## src/rtl/fifo_pkg.sv

```systemverilog
// -----------------------------------------------------------------------------
// fifo_pkg
// Shared constants and helpers for the fifo_sync_param buffer block.
//   fifo_depth(aw) : number of entries addressed by an aw-bit pointer
//   cnt_width(aw)  : width of an occupancy counter that must hold 0..DEPTH
//   ERR_OVF/ERR_UDF: bit positions inside the sticky err_cause vector
// -----------------------------------------------------------------------------
package fifo_pkg;

   localparam int ERR_OVF = 0;   // push refused because the FIFO was full
   localparam int ERR_UDF = 1;   // pop refused because the FIFO was empty
   localparam int ERR_W   = 2;

   localparam int DEF_ADDR_WIDTH = 3;

   function automatic int fifo_depth(input int addr_width);
      return 1 << addr_width;
   endfunction

   // One extra bit so that "completely full" is distinct from "empty".
   function automatic int cnt_width(input int addr_width);
      return addr_width + 1;
   endfunction

   localparam int DEF_DEPTH     = fifo_depth(DEF_ADDR_WIDTH);
   localparam int DEF_CNT_WIDTH = cnt_width(DEF_ADDR_WIDTH);

endpackage

```

## src/rtl/fifo_ram.sv

```systemverilog
// -----------------------------------------------------------------------------
// fifo_ram
// DEPTH x DATA_WIDTH storage array for fifo_sync_param.
// Ports:
//   clk       : clock, write on rising edge
//   we_i      : write enable
//   wr_addr_i : write address
//   wr_data_i : write data
//   rd_addr_i : read address (combinational read)
//   rd_data_o : contents of mem[rd_addr_i]
// -----------------------------------------------------------------------------
module fifo_ram
   import fifo_pkg::*;
#(
   parameter int DATA_WIDTH = 10,
   parameter int ADDR_WIDTH = DEF_ADDR_WIDTH
) (
   input  logic                  clk,
   input  logic                  we_i,
   input  logic [ADDR_WIDTH-1:0] wr_addr_i,
   input  logic [DATA_WIDTH-1:0] wr_data_i,
   input  logic [ADDR_WIDTH-1:0] rd_addr_i,
   output logic [DATA_WIDTH-1:0] rd_data_o
);

   localparam int DEPTH = fifo_depth(ADDR_WIDTH);

   logic [DATA_WIDTH-1:0] mem_q [DEPTH];

   // NOTE: the storage array deliberately has no reset; an entry is never read
   // before it has been written, and leaving it out keeps the array a plain
   // register file without a reset fan-out to every bit.
   always_ff @(posedge clk) begin
      if (we_i) begin
         mem_q[wr_addr_i] <= wr_data_i;
      end
   end

   assign rd_data_o = mem_q[rd_addr_i];

endmodule

```

## src/rtl/fifo_sync_param.sv

```systemverilog
// -----------------------------------------------------------------------------
// fifo_sync_param
// Parametrised single-clock FIFO between packet source and sink stages.
// Build option: define FIFO_FWFT_EN for first-word-fall-through output
// (head word presented combinationally while not empty); otherwise the
// output is registered with one cycle of read latency.
// Ports:
//   clk          : clock, all state updates on rising edge
//   reset        : synchronous, active-low reset
//   push / pop   : write / read requests
//   data_in      : write data
//   thr_alto     : almost-full threshold  (almost_full  = count >= thr_alto)
//   thr_bajo     : almost-empty threshold (almost_empty = count <= thr_bajo)
//   error_clr    : clears the sticky error flag and cause bits
//   data_out     : read data
//   data_valid   : data_out carries a popped (or, in FWFT, head) word
//   full / empty : count == DEPTH / count == 0
//   almost_full / almost_empty : threshold flags
//   count        : occupancy 0..DEPTH
//   error        : sticky error flag
//   err_cause    : sticky causes, [0] overflow, [1] underflow
// -----------------------------------------------------------------------------
module fifo_sync_param
   import fifo_pkg::*;
#(
   parameter int DATA_WIDTH = 10,
   parameter int ADDR_WIDTH = DEF_ADDR_WIDTH
) (
   input  logic                  clk,
   input  logic                  reset,
   input  logic                  push,
   input  logic                  pop,
   input  logic [DATA_WIDTH-1:0] data_in,
   input  logic [ADDR_WIDTH:0]   thr_alto,
   input  logic [ADDR_WIDTH:0]   thr_bajo,
   input  logic                  error_clr,
   output logic [DATA_WIDTH-1:0] data_out,
   output logic                  data_valid,
   output logic                  full,
   output logic                  empty,
   output logic                  almost_full,
   output logic                  almost_empty,
   output logic [ADDR_WIDTH:0]   count,
   output logic                  error,
   output logic [ERR_W-1:0]      err_cause
);

   localparam int CW    = cnt_width(ADDR_WIDTH);
   localparam int DEPTH = fifo_depth(ADDR_WIDTH);
   localparam logic [CW-1:0] DEPTH_C = CW'(DEPTH);

   logic [ADDR_WIDTH-1:0] wr_ptr_q, wr_ptr_d;
   logic [ADDR_WIDTH-1:0] rd_ptr_q, rd_ptr_d;
   logic [CW-1:0]         count_q, count_d;
   logic [ERR_W-1:0]      err_cause_q, err_cause_d;
   logic                  error_q, error_d;
   logic [DATA_WIDTH-1:0] rd_data;

   logic pop_ok;
   logic push_ok;
   logic overflow;
   logic underflow;

   // Status flags are decoded from the registered count; thresholds are live.
   assign empty        = (count_q == '0);
   assign full         = (count_q == DEPTH_C);
   assign almost_full  = (count_q >= thr_alto);
   assign almost_empty = (count_q <= thr_bajo);
   assign count        = count_q;
   assign error        = error_q;
   assign err_cause    = err_cause_q;

   // Nothing is accepted during a reset cycle. A push into a full FIFO is
   // accepted only when a pop frees a slot in the same cycle.
   assign pop_ok    = reset && pop && !empty;
   assign push_ok   = reset && push && (!full || pop_ok);
   assign overflow  = push && full && !pop;
   assign underflow = pop && empty;

   fifo_ram #(
      .DATA_WIDTH (DATA_WIDTH),
      .ADDR_WIDTH (ADDR_WIDTH)
   ) u_ram (
      .clk       (clk),
      .we_i      (push_ok),
      .wr_addr_i (wr_ptr_q),
      .wr_data_i (data_in),
      .rd_addr_i (rd_ptr_q),
      .rd_data_o (rd_data)
   );

   // NOTE: every signal assigned here gets a default first, so no path leaves
   // a _d signal unassigned and no latch is inferred.
   always_comb begin
      wr_ptr_d    = wr_ptr_q;
      rd_ptr_d    = rd_ptr_q;
      count_d     = count_q;
      err_cause_d = error_clr ? '0 : err_cause_q;

      // Pointers wrap for free because DEPTH is a power of two.
      if (push_ok) wr_ptr_d = wr_ptr_q + ADDR_WIDTH'(1);
      if (pop_ok)  rd_ptr_d = rd_ptr_q + ADDR_WIDTH'(1);

      unique case ({push_ok, pop_ok})
         2'b10:   count_d = count_q + CW'(1);
         2'b01:   count_d = count_q - CW'(1);
         default: count_d = count_q;
      endcase

      // A new event overrides a clear for its own cause bit.
      if (overflow)  err_cause_d[ERR_OVF] = 1'b1;
      if (underflow) err_cause_d[ERR_UDF] = 1'b1;
      error_d = |err_cause_d;
   end

   // NOTE: sequential state is assigned with non-blocking assignments so every
   // register samples the pre-edge values of the others.
   always_ff @(posedge clk) begin
      if (!reset) begin
         wr_ptr_q    <= '0;
         rd_ptr_q    <= '0;
         count_q     <= '0;
         err_cause_q <= '0;
         error_q     <= 1'b0;
      end else begin
         wr_ptr_q    <= wr_ptr_d;
         rd_ptr_q    <= rd_ptr_d;
         count_q     <= count_d;
         err_cause_q <= err_cause_d;
         error_q     <= error_d;
      end
   end

`ifdef FIFO_FWFT_EN
   // Head word falls through; a pop in the same cycle moves to the next word.
   assign data_out   = empty ? '0 : rd_data;
   assign data_valid = !empty;
`else
   logic [DATA_WIDTH-1:0] data_out_q, data_out_d;
   logic                  data_valid_q, data_valid_d;

   // Output register captures the head word on an accepted pop and otherwise
   // holds; data_valid is a one-cycle strobe.
   always_comb begin
      data_out_d   = pop_ok ? rd_data : data_out_q;
      data_valid_d = pop_ok;
   end

   always_ff @(posedge clk) begin
      if (!reset) begin
         data_out_q   <= '0;
         data_valid_q <= 1'b0;
      end else begin
         data_out_q   <= data_out_d;
         data_valid_q <= data_valid_d;
      end
   end

   assign data_out   = data_out_q;
   assign data_valid = data_valid_q;
`endif

endmodule

```

## config.mk

```make
export PLATFORM = sky130hd
export DESIGN_NAME = fifo_sync_param
export DESIGN_NICKNAME = d
export VERILOG_FILES = /design/src/rtl/fifo_pkg.sv /design/src/rtl/fifo_ram.sv /design/src/rtl/fifo_sync_param.sv
export SDC_FILE = /design/constraint.sdc
export NUM_CORES = 1
export LEC_CHECK = 0
export ABC_AREA = 1
export BUFFER_PORTS_ARGS = -buffer_cell sky130_fd_sc_hd__clkbuf_2
export CAP_MARGIN = 20
export CORE_MARGIN = 5
export CORE_UTILIZATION = 45
export DETAILED_ROUTE_END_ITERATION = 6
export PLACE_DENSITY = 0.66
export SLEW_MARGIN = 20
export SYNTH_ARGS = -nofsm -noshare
export SYNTH_HDL_FRONTEND = slang
export SYNTH_SLANG_ARGS = --single-unit
```

## constraint.sdc

```tcl
create_clock -name clk -period 2.35 [get_ports clk]
set_input_delay 0.47 -clock clk [delete_from_list [all_inputs] [get_ports clk]]
set_output_delay 0.47 -clock clk [all_outputs]
set_load 0.005 [all_outputs]
```

; Word level (Yosys, flattened, before mapping)
; Memories as Yosys holds them, arrays and structs flattened. A register that Yosys moved wholly into a read port is not among the register bits.
; Cells that the tools add are included.
; W data, S select, Z words.
[totals]
ff_bits = 14
ramBits = 80
input_bits = 23
output_inout_bits = 22
elab_cells = 37
memories = 1
[mem_list]
columns = memory, words, word_bits, read_ports, rd_ports_with_merged_regs, write_ports, line
row1 = u_ram.mem_q, 8, 10, 1, 1, 1, fifo_ram.sv:28  ; logic [DATA_WIDTH-1:0] mem_q [DEPTH];
[classes]
add_sub_neg = 4
magnitude_cmp = 2
n_eq_ne = 3
n_mux = 6
reduce_logical = 15
[op_table]
columns = operator, n
row1 = $pmux W4 S2, 1
row2 = $logic_and A1 B1 Y1, 7
row3 = $add A3 B1 Y3 const B, 2
row4 = $add A4 B1 Y4 const B, 1
row5 = $eq A4 B4 Y1 const B, 1
row6 = $ge A4 B4 Y1, 1
row7 = $le A4 B4 Y1, 1
row8 = $logic_not A1 Y1, 4
row9 = $logic_not A4 Y1, 1
row10 = $mux W1, 4
row11 = $sub A4 B1 Y4 const B, 1
row12 = $eq A2 B1 Y1 const B, 1
row13 = $eq A2 B2 Y1 const B, 1
row14 = $mux W2, 1
row15 = $reduce_bool A2 Y1, 1
row16 = $reduce_or A2 Y1, 1
row17 = $logic_or A1 B1 Y1, 1

; Depth between registers and ports, before layout
[logic_depth]
ltp_word = 7
ltp_mapped = 12

; Cells and area by module
; Synthesis repeated with hierarchy kept, for this count alone.
[hier_totals]
cells_unflattened = 524
hier_area_um2 = 4882.2
[by_module_without_submodules]
columns = module, n_inst, cells_each, area_each_um2, seq_area_each_um2
row1 = fifo_ram, 1, 364, 3613.5, 2402.3
row2 = fifo_sync_param, 1, 160, 1268.7, 480.5

; Least setup slack after synthesis
; Ideal clock, no wire load.
[synth_timing]
path_type = in2reg
from = input push
to = memory u_ram.mem_q[4][0], enable pin
setup_ns = 0.376
arrival_time_ns = 1.391
required_ns = 1.974
path_slack_ns = 0.583
path_stages = 6
path_buffers = 0
path_cell_list = nand2_1 inv_1 nand2_1 inv_1 nand2_1 nor2_1
[synth_between]
elab_chain_len = 4
[synth_rtl]
columns = item, line
row1 = start: declaration, fifo_sync_param.sv:31  ; input logic push,
row2 = $logic_and A1 B1 Y1 (2 in a row), fifo_sync_param.sv:76  ; assign push_ok = reset && push && (!full || pop_ok);
row3 = $mux W1, fifo_ram.sv:34  ; if (we_i) begin
row4 = $mux W1 (implied by the code), fifo_ram.sv:35  ; mem_q[wr_addr_i] <= wr_data_i;
row5 = end: declaration, fifo_ram.sv:28
; Every way passes these cells.

; Worst setup path in the final report
[layout_timing]
from = register count_q[3] (netlist: count[3])
to = output almost_empty
[layout_between]
elab_chain_len = 1
[layout_rtl]
columns = item, line
row1 = start: declaration, fifo_sync_param.sv:54  ; logic [CW-1:0] count_q, count_d;
row2 = start signal: assignment, fifo_sync_param.sv:128  ; count_q <= count_d;
row3 = $le A4 B4 Y1, fifo_sync_param.sv:68  ; assign almost_empty = (count_q <= thr_bajo);
row4 = end: declaration, fifo_sync_param.sv:42  ; output logic almost_empty,
; Every way passes these cells.

==> metrics.md <==
| Metric | Value |
|---|---|
| Port-buffer cells | `44` |
| Final-layout fill cell count | `878` |
| Synth Cell Area | `4380 um2` |
| Clock-pin slew on the worst setup and hold paths | `0.09 ns` |
| IO Count | `45` |
| Synth area leader | `edfxtp_1` |
| Vias in the first global route | `2804` |
| Required time worst endpoint | `1.88 ns` |
| Fin nets | `485` |
| Worst vdd ir | `0.522 mV` |
| Netlist cell types | `28` |
| Gr usage total | `16.2%` |
| Reg-to-reg setup timing slack | `0.48 ns` |
| Post-synthesis sequential area ratio | `65.8%` |
| Dpl ws | `0.415 ns` |
| Largest net degree at the start of global routing | `43` |
| Initial antenna violation count | `0` |
| Setup bufs post-CTS | `0` |
| Most Crowded Layer GR | `met2` |
| Post-synth top area share | `54.8%` |
| FP Rows | `36` |
| CP max stage delay | `0.54 ns` |
| Most frequent cells in the layout | `edfxtp_1 (80), nor2_1 (74), clkbuf_2 (44)` |
| GP Congestion | `0.771` |
| Die height | `109 um` |
| Post-CTS resize count | `0` |
| CTS tree | `done` |
| CP Launch Type | `flop` |
| CTS buffer count | `9` |
| DR vias | `2970` |
| Synth Net Count | `430` |
| Synth top area cells | `edfxtp_1 (55%), dfxtp_1 (11%), nor2_1 (6.3%), o21ai_0 (4.8%), o211ai_1 (3.6%)` |
| Core area | `9640 um2` |
| Post-route clock period utilization | `91.6%` |
| Status | `finished, final reports clean` |
| Post-DP HPWL | `6.11 mm` |
| Routed len/inst | `15.5 um` |
| Setup-failing EPs final | `0` |
| Synth-to-layout area growth | `14.1%` |
| Minimum clock period | `2.15 ns` |
| # Max-Cap Violations | `0` |
| Layout cell share with drive strength beyond 1 | `19.8%` |
| DRT iter0 DRCs | `157` |
| Slowest cell on the critical path | `dfxtp_1` |
| Commonest non-fill, non-tap cell in the layout | `edfxtp_1` |
| Worst Slack Setup Final | `0.197 ns` |
| Crit path kind | `flop to primary output` |
| Static Leak | `1.99 nW` |
| CP endpoint kind | `primary output` |
| M2 GR Usage | `25.2%` |
| Pwr dens | `770 nW/um2` |
| Synth Warn # | `0` |
| Post-Syn Instances | `394` |
| DRC | `0` |
| Die Span X | `109 um` |
| GR Layer Usage met1 | `22.2%` |
| Hold_buf cts | `0` |
| Root Buffer | `clkbuf_8` |
| TNS Setup | `0 ns` |
| Worst path cell trace | `ha_1 > a21oi_1 > o21ai_0 > o21ai_0 > clkbuf_2` |
| Worst Max-Slew Pin Slew | `0.660 ns` |
| First-pass GRT wire length | `14.3 mm` |
| CTS max path bufs | `2` |
| Worst EP arrival | `1.68 ns` |
| Worst-skew pair later-pin latency | `0.38 ns` |
| Post-route ant nets | `0` |
| Total wire length | `9.07 mm` |
| Yosys reg bits | `104` |
| Crit-path most repeated cell | `o21ai_0` |
| Clock Sinks | `104` |
| Fin. Hold Viols | `0` |
| M3 GR Usage | `4.44%` |
| FMAX | `464 MHz` |
| N_diodes | `0` |
| Die area | `11800 um2` |
| Max_slew headroom | `55.9%` |
| H-tree depth | `3` |
| Hold Path Class | `input port to flop` |
| Post-DR vias/cell | `5.06` |
| Maximum fanout along the worst path | `8` |
| Max Clock Skew | `0.0149 ns` |
| Global route overflow | `0` |
| Syn Area/Cell | `11.1 um2` |
| Pre-antenna DRT Iters | `4` |
| Slew Viols, Final | `0` |
| Initial Utilization | `45.5%` |
| Setup repair after global routing missed its margin | `no` |
## routing by layer
metal  vias to the layer above  part of all wire (%)  routed length [um]
met3                        11                   5.3                 483
met4                         0                   1.5                 139
met2                        60                    46                4200
li1                       1487                     -                   -
met1                      1412                    47                4250
met5                         -                     0                   0
## per-stage QoR
step	total power [mW]	hold WS, ns	instances	utilization (%)	cell area [um2]
CTS	3.90	0.347	587	51.9	5000
finish	3.85	0.370	587	51.9	5000
global route	4.05	0.359	587	51.9	5000
floorplan	2.58	0.461	394	-	4380
global placement	2.76	0.459	571	49.8	4800
detailed placement	2.78	0.462	571	49.8	4800
## Yosys cell counts (all sizes together)
library cell / instances
buf: 14
nand2: 39
nand4: 2
ha: 12
a21o: 1
edfxtp: 80
xor2: 1
o211ai: 21
dfxtp: 24
o21ai: 47
nand3: 32
fa: 1
or2: 1
a21oi: 10
inv: 28
clkbuf: 5
nor2: 76
## worst paths after layout
kind	from	to	cells after the start
worst max-delay path	count[3]$_SDFFE_PN0P_	almost_empty	5
worst min-delay path	reset	count[3]$_SDFFE_PN0P_	3
worst max register to register	count[3]$_SDFFE_PN0P_	count[3]$_SDFFE_PN0P_	11
worst min register to register	data_out[5]$_SDFFE_PN0P_	data_out[5]$_SDFFE_PN0P_	2
## power breakdown
group          leakage, nW  internal [mW]  switching, mW
logic                0.965          0.228          0.393
registers            0.919           2.05         0.0564
clock network        0.102          0.504          0.620
## layout make-up
cell class	count	area [um2]	area share, %
clock buffer	9	124	2.48
clock inverter	7	76.3	1.53
inverter	28	105	2.10
multi-input combinational	243	1280	25.7
sequential	104	2880	57.6
tap	133	166	3.33
timing repair buffer	63	363	7.25
## worst max-delay path: cells and delay by family, from the launching register on
family,cells,cell delay [ns]
AO/OA/AOI/OAI,3,0.31
adder cells (fa/ha/maj),1,0.32
buffers and inverters,1,0.15
flip-flops,1,0.54
## kinds of logic (layout without fill, tap and decap cells)
group / Yosys count / after routing / synth area share [%]
xor+xnor: 1 / 1 / 0.200
compound gates: 79 / 79 / 10.3
simple gates: 150 / 150 / 15.0
flops: 104 / 104 / 65.8
buf+inv: 47 / 107 / 4.94
fa+ha+maj: 13 / 13 / 3.88
## flip-flops by register name, indices dropped and copies added, names as in the netlist
signal	flops
error	1
wr_ptr_q	3
err_cause	2
data_valid	1
u_ram.mem_q	80
count	4
rd_ptr_q	3
data_out	10
(Power assumes the default switching activity.)
